--- src/rtl/cmd_frame_rx.sv ---
// cmd_frame_rx: hunts for SYNC_BYTE, collects OP/COUNT/ADDR, checks CRC-8 (poly 0x07) and holds the command until handshake.
// Optional inter-byte gap timeout is built when CMD_RX_TIMEOUT_EN is defined.
module cmd_frame_rx #(
    parameter logic [7:0] SYNC_BYTE      = 8'hA3,
    parameter int         ADDR_BYTES     = 4,
    parameter int         TIMEOUT_CYCLES = 1024
) (
    input  logic                    i_clk,
    input  logic                    i_rst,
    output logic                    o_rx_ready,
    input  logic [7:0]              i_rx_data,
    input  logic                    i_rx_valid,
    output logic                    o_cmd_valid,
    input  logic                    i_cmd_ready,
    output logic [7:0]              o_cmd_op,
    output logic [7:0]              o_cmd_count,
    output logic [8*ADDR_BYTES-1:0] o_cmd_addr,
    output logic                    o_err_crc,
    output logic                    o_err_timeout
);

    localparam int HDR_LEN = 2 + ADDR_BYTES;
    localparam int AW      = 8 * ADDR_BYTES;

    typedef enum logic [1:0] {
        S_HUNT = 2'd0,
        S_HDR  = 2'd1,
        S_CHK  = 2'd2,
        S_OUT  = 2'd3
    } state_t;

    // Serial CRC-8, poly 0x07, init handled by caller, no reflection
    function automatic logic [7:0] crc8_update(input logic [7:0] crc, input logic [7:0] data);
        logic [7:0] c;
        c = crc ^ data;
        for (int i = 0; i < 8; i++) begin
            if (c[7]) begin
                c = (c << 1) ^ 8'h07;
            end else begin
                c = c << 1;
            end
        end
        return c;
    endfunction

    state_t          state_r;
    state_t          state_nxt_s;
    logic [2:0]      idx_r;
    logic [7:0]      crc_r;
    logic [7:0]      crc_nxt_s;
    logic [7:0]      op_sh_r;
    logic [7:0]      count_sh_r;
    logic [AW-1:0]   addr_sh_r;
    logic [7:0]      op_r;
    logic [7:0]      count_r;
    logic [AW-1:0]   addr_r;
    logic            rx_ready_r;
    logic            cmd_valid_r;
    logic            err_crc_r;
    logic            err_to_r;
    logic            accept_s;
    logic            hdr_last_s;
    logic            crc_ok_s;
    logic            timeout_hit_s;

    assign accept_s   = i_rx_valid && rx_ready_r;
    assign hdr_last_s = (idx_r == 3'(HDR_LEN - 1));
    assign crc_nxt_s  = crc8_update(crc_r, i_rx_data);
    assign crc_ok_s   = (i_rx_data == crc_r);

`ifdef CMD_RX_TIMEOUT_EN
    logic [16:0] gap_r;

    assign timeout_hit_s = ((state_r == S_HDR) || (state_r == S_CHK)) && !accept_s &&
                           (gap_r == 17'(TIMEOUT_CYCLES - 1));

    // Gap counter: idle cycles since the last accepted byte inside a frame
    always_ff @(posedge i_clk) begin
        if (i_rst) begin
            gap_r <= 17'd0;
        end else if (((state_r == S_HDR) || (state_r == S_CHK)) && !accept_s && !timeout_hit_s) begin
            gap_r <= gap_r + 17'd1;
        end else begin
            gap_r <= 17'd0;
        end
    end
`else
    localparam int TIMEOUT_UNUSED = TIMEOUT_CYCLES;
    assign timeout_hit_s = 1'b0;
`endif

    // State register
    always_ff @(posedge i_clk) begin
        if (i_rst) begin
            state_r <= S_HUNT;
        end else begin
            state_r <= state_nxt_s;
        end
    end

    // Next-state decode
    always_comb begin
        state_nxt_s = state_r;
        case (state_r)
            S_HUNT: begin
                if (accept_s && (i_rx_data == SYNC_BYTE)) begin
                    state_nxt_s = S_HDR;
                end else begin
                    state_nxt_s = S_HUNT;
                end
            end
            S_HDR: begin
                if (timeout_hit_s) begin
                    state_nxt_s = S_HUNT;
                end else if (accept_s && hdr_last_s) begin
                    state_nxt_s = S_CHK;
                end else begin
                    state_nxt_s = S_HDR;
                end
            end
            S_CHK: begin
                if (timeout_hit_s) begin
                    state_nxt_s = S_HUNT;
                end else if (accept_s) begin
                    state_nxt_s = crc_ok_s ? S_OUT : S_HUNT;
                end else begin
                    state_nxt_s = S_CHK;
                end
            end
            S_OUT: begin
                if (cmd_valid_r && i_cmd_ready) begin
                    state_nxt_s = S_HUNT;
                end else begin
                    state_nxt_s = S_OUT;
                end
            end
            default: state_nxt_s = S_HUNT;
        endcase
    end

    // Registered handshake flags and error pulses, derived from the next state
    always_ff @(posedge i_clk) begin
        if (i_rst) begin
            rx_ready_r  <= 1'b0;
            cmd_valid_r <= 1'b0;
            err_crc_r   <= 1'b0;
            err_to_r    <= 1'b0;
        end else begin
            rx_ready_r  <= (state_nxt_s != S_OUT);
            cmd_valid_r <= (state_nxt_s == S_OUT);
            err_crc_r   <= (state_r == S_CHK) && accept_s && !crc_ok_s && !timeout_hit_s;
            err_to_r    <= timeout_hit_s;
        end
    end

    // Header collection: byte index, running CRC and shadow fields
    always_ff @(posedge i_clk) begin
        if (i_rst) begin
            idx_r      <= 3'd0;
            crc_r      <= 8'h00;
            op_sh_r    <= 8'h00;
            count_sh_r <= 8'h00;
            addr_sh_r  <= '0;
        end else begin
            case (state_r)
                S_HUNT: begin
                    if (accept_s && (i_rx_data == SYNC_BYTE)) begin
                        idx_r <= 3'd0;
                        crc_r <= 8'h00;
                    end
                end
                S_HDR: begin
                    if (accept_s) begin
                        crc_r <= crc_nxt_s;
                        idx_r <= idx_r + 3'd1;
                        if (idx_r == 3'd0) begin
                            op_sh_r <= i_rx_data;
                        end
                        if (idx_r == 3'd1) begin
                            count_sh_r <= i_rx_data;
                        end
                        for (int k = 0; k < ADDR_BYTES; k++) begin
                            if (idx_r == 3'(k + 2)) begin
                                addr_sh_r[8*k +: 8] <= i_rx_data;
                            end
                        end
                    end
                end
                default: begin
                end
            endcase
        end
    end

    // Command outputs only change when a frame passes its CRC check
    always_ff @(posedge i_clk) begin
        if (i_rst) begin
            op_r    <= 8'h00;
            count_r <= 8'h00;
            addr_r  <= '0;
        end else if ((state_r == S_CHK) && accept_s && crc_ok_s && !timeout_hit_s) begin
            op_r    <= op_sh_r;
            count_r <= count_sh_r;
            addr_r  <= addr_sh_r;
        end
    end

    assign o_rx_ready    = rx_ready_r;
    assign o_cmd_valid   = cmd_valid_r;
    assign o_cmd_op      = op_r;
    assign o_cmd_count   = count_r;
    assign o_cmd_addr    = addr_r;
    assign o_err_crc     = err_crc_r;
    assign o_err_timeout = err_to_r;

endmodule
--- config.mk ---
export PLATFORM = sky130hd
export DESIGN_NAME = cmd_frame_rx
export DESIGN_NICKNAME = d
export VERILOG_FILES = /design/src/rtl/cmd_frame_rx.sv
export SDC_FILE = /design/constraint.sdc
export NUM_CORES = 1
export LEC_CHECK = 0
export BUFFER_PORTS_ARGS = -buffer_cell sky130_fd_sc_hd__buf_2
export CORE_MARGIN = 3
export CORE_UTILIZATION = 55
export DETAILED_ROUTE_END_ITERATION = 12
export PLACE_DENSITY = 0.88
export SLEW_MARGIN = 30
export SYNTH_ARGS = -nofsm -noshare
export SYNTH_HDL_FRONTEND = slang
export SYNTH_SLANG_ARGS = --single-unit
--- constraint.sdc ---
create_clock -name i_clk -period 5.2 [get_ports i_clk]
set_input_delay 1.3 -clock i_clk [delete_from_list [all_inputs] [get_ports i_clk]]
set_output_delay 1.3 -clock i_clk [all_outputs]
set_load 0.02 [all_outputs]
==> metrics <==
Vias 3501; synth unique cells 39; antenna cells 0; Final Non-Filler Cells 639; Post-synth EDFFs 0; initial antenna violation count 0; row cnt 31; DR vias/cell 5.48; Final Max Slew Viols 0; area grow syn2layout 10.8%; wire length per cell 14.9 um; HPWL after detailed placement 6260 um; combinational power share 4.2%; Clock Sinks 112; post_cts resized 0; min cycle time layout 3.48 ns; first-pass detailed-route iteration total 5; Hold Buf Count CTS 0; Placed Cells 624; layout cells sized above 1 15.4%; CTS tree done; Gate Count Post-Synth 501; RSZ-0062 raised after global routing false; setup TNS 0 ns; vias in the first global route 3246; Clock Skew 0.0107 ns; pre-CTS WS 1.38 ns; syn nets 521; CTS max path bufs 2; period utilization 66.9%; first-pass GRT wire length 15200 um; post-detailed-route count of antenna-violating nets 0; flops & latches, synth 112; share of total power in sequential cells 60.0%; Die ar. 0.00910 mm^2; Final #Nets 556; postcts setup bufs 0; Post-DP Area 0.00467 mm^2; worst hold path type reg2reg; H-tree Lvls 3; Clk pwr share 35.8%; post-synthesis sequential area ratio 51.0%; Max-cap violations 0; Required @ worst endpoint 5.42 ns; largest net degree at the start of global routing 110; crit end category flip-flop; Max transition margin 50.3%; prevailing post-synth register cell dfxtp_1; WP data arrival 3.70 ns; IO buf count 62; PwrDens 293 mW/mm^2; DIE WIDTH 95.4 um; setup violators final 0; number of CTS-inserted buffers 9; Worst-path clk slew 0.10 ns; # IOs 64; Total Wirelength 9500 um; Starting Density 58.7%; Pwr Total 0.00143 W; YS warnings 0; gpl congestion 0.844; largest vdd supply drop 0.155 mV; critical setup path kind in2reg; Post-synth ARST share 0%; Finished Cell Area 0.00487 mm^2; Core Footprint 0.00749 mm^2; GR Util All Layers 21.5%; Die H 95.4 um; achievable clock frequency 288 MHz; switching fraction of total power 22.1%; clock root cell clkbuf_8; Clk Latency, worst-skew pair 0.36 ns; worst slew pin tran 0.746 ns; DRC 0; Setup WS post-layout 1.72 ns; Hold Fails Final Rpt 0; Startpoint Class primary input; P_leak 1.83 nW; Cell Int Power 0.00111 W; total gr overflow 0; P_sw 0.000316 W; Max FO, Critical Path 32; syn_area_per_cell 8.78 um^2; Iter 0 DRT Violations 191; Syn Std Cell Area 0.00440 mm^2; status finished clean
[cell usage in the layout, fill, tap and decap left out, drive strengths merged, types with 3 or more instances in the layout]
| cell | instances |
|---|---|
| and3 | 6 |
| or3 | 3 |
| mux2i | 32 |
| xnor2 | 12 |
| a32o | 3 |
| dfxtp | 112 |
| ha | 8 |
| nand2 | 126 |
| nor2 | 40 |
| a31oi | 5 |
| xor2 | 4 |
| clkbuf | 11 |
| buf | 65 |
| a21oi | 67 |
| nand3 | 14 |
| inv | 7 |
[power by group through the flow]
stage,registers [W],logic [W],clock network (W)
2_1_floorplan,0.000878,0.0000449,0
4_1_cts,0.000858,0.0000588,0.000517
3_5_place_dp,0.000878,0.0000587,0
5_1_grt,0.000858,0.0000640,0.000552
6_report,0.000858,0.0000601,0.000512
3_3_place_gp,0.000878,0.0000574,0
[cells in the mapped netlist, drive strengths merged (3+ instances only)]
cell / instances / share of area (%)
nand3: 14 / 1.6
mux2i: 32 / 7.3
dfxtp: 112 / 51
xor2: 4 / 0.80
ha: 8 / 2.3
xnor2: 12 / 2.6
nor2: 40 / 3.4
or3: 3 / 0.43
a32o: 3 / 0.68
a31oi: 5 / 0.85
a21oi: 67 / 7.6
clkbuf: 26 / 2.2
inv: 5 / 0.43
buf: 15 / 2.1
nand2: 126 / 11
and3: 6 / 0.85
[path summary, 6_finish.rpt]
| check | from | to | slack, ns | cells past startpoint |
|---|---|---|---|---|
| max reg2reg | crc_r[6]$_SDFFE_PP0P_ | o_cmd_addr[16]$_SDFFE_PP0P_ | 2.53 | 7 |
| min | o_cmd_addr[18]$_SDFFE_PP0P_ | o_cmd_addr[18]$_SDFFE_PP0P_ | 0.45 | 2 |
| max | i_rx_data[6] | o_cmd_addr[16]$_SDFFE_PP0P_ | 1.72 | 8 |
| min reg2reg | o_cmd_addr[18]$_SDFFE_PP0P_ | o_cmd_addr[18]$_SDFFE_PP0P_ | 0.45 | 2 |
[flip-flops by register name (all words and copies together), names as in the netlist]
register and cells:
addr_sh_r 32, o_cmd_addr 32, count_sh_r 8, crc_r 8, o_cmd_count 8, o_cmd_op 8
op_sh_r 8, idx_r 3, state_r 2, o_cmd_valid 1, o_err_crc 1, o_rx_ready 1
[area by class of cell]
cell class | instances | area (um^2)
clock buffer | 11 | 141
clock inverter | 4 | 52.6
fill | 616 | 2610
inverter | 5 | 18.8
multi-input combinational | 343 | 1960
sequential | 112 | 2240
tap | 99 | 124
timing repair buffer | 65 | 339
[kinds of logic (layout without fill, tap and decap cells)]
kind of cell	Yosys count	in the layout	share of synthesized area, %
xor gates and xnor gates	19	19	4.92
AOI/OAI and AO/OA	80	80	10.2
and+or+nand+nor	203	203	19.5
DFF	112	112	51.0
other	1	1	0.0853
muxes	32	32	7.28
buffers and inverters	46	85	4.81
adders and majority gates	8	8	2.28
[per-stage QoR]
step / hold slack [ns] / util (%)
after floorplan: 0.436 / -
after global placement: 0.433 / 62.4
after detailed placement: 0.442 / 62.4
after CTS: 0.454 / 65.0
after global routing: 0.472 / 65.1
final: 0.449 / 65.1
[critical path: stages]
cell	delay [ns]
buf_2	0.18
xnor2_1	0.39
ha_1	0.23
nand3_1	0.14
or4_1	0.88
buf_4	0.37
nand2_1	0.11
a21oi_1	0.07
[metal layers]
metal  up-vias  wire length (um)  share of wire, %  global-route usage (%)
met5         -                 0                 0                       0
met4         0               187               2.0                    6.87
met3        24               776               8.2                    5.52
met2       123              4510                47                    35.6
met1      1632              4030                42                    27.4
li1       1722                 -                 -                       -
No activity file was read; power rests on OpenSTA's default activity.
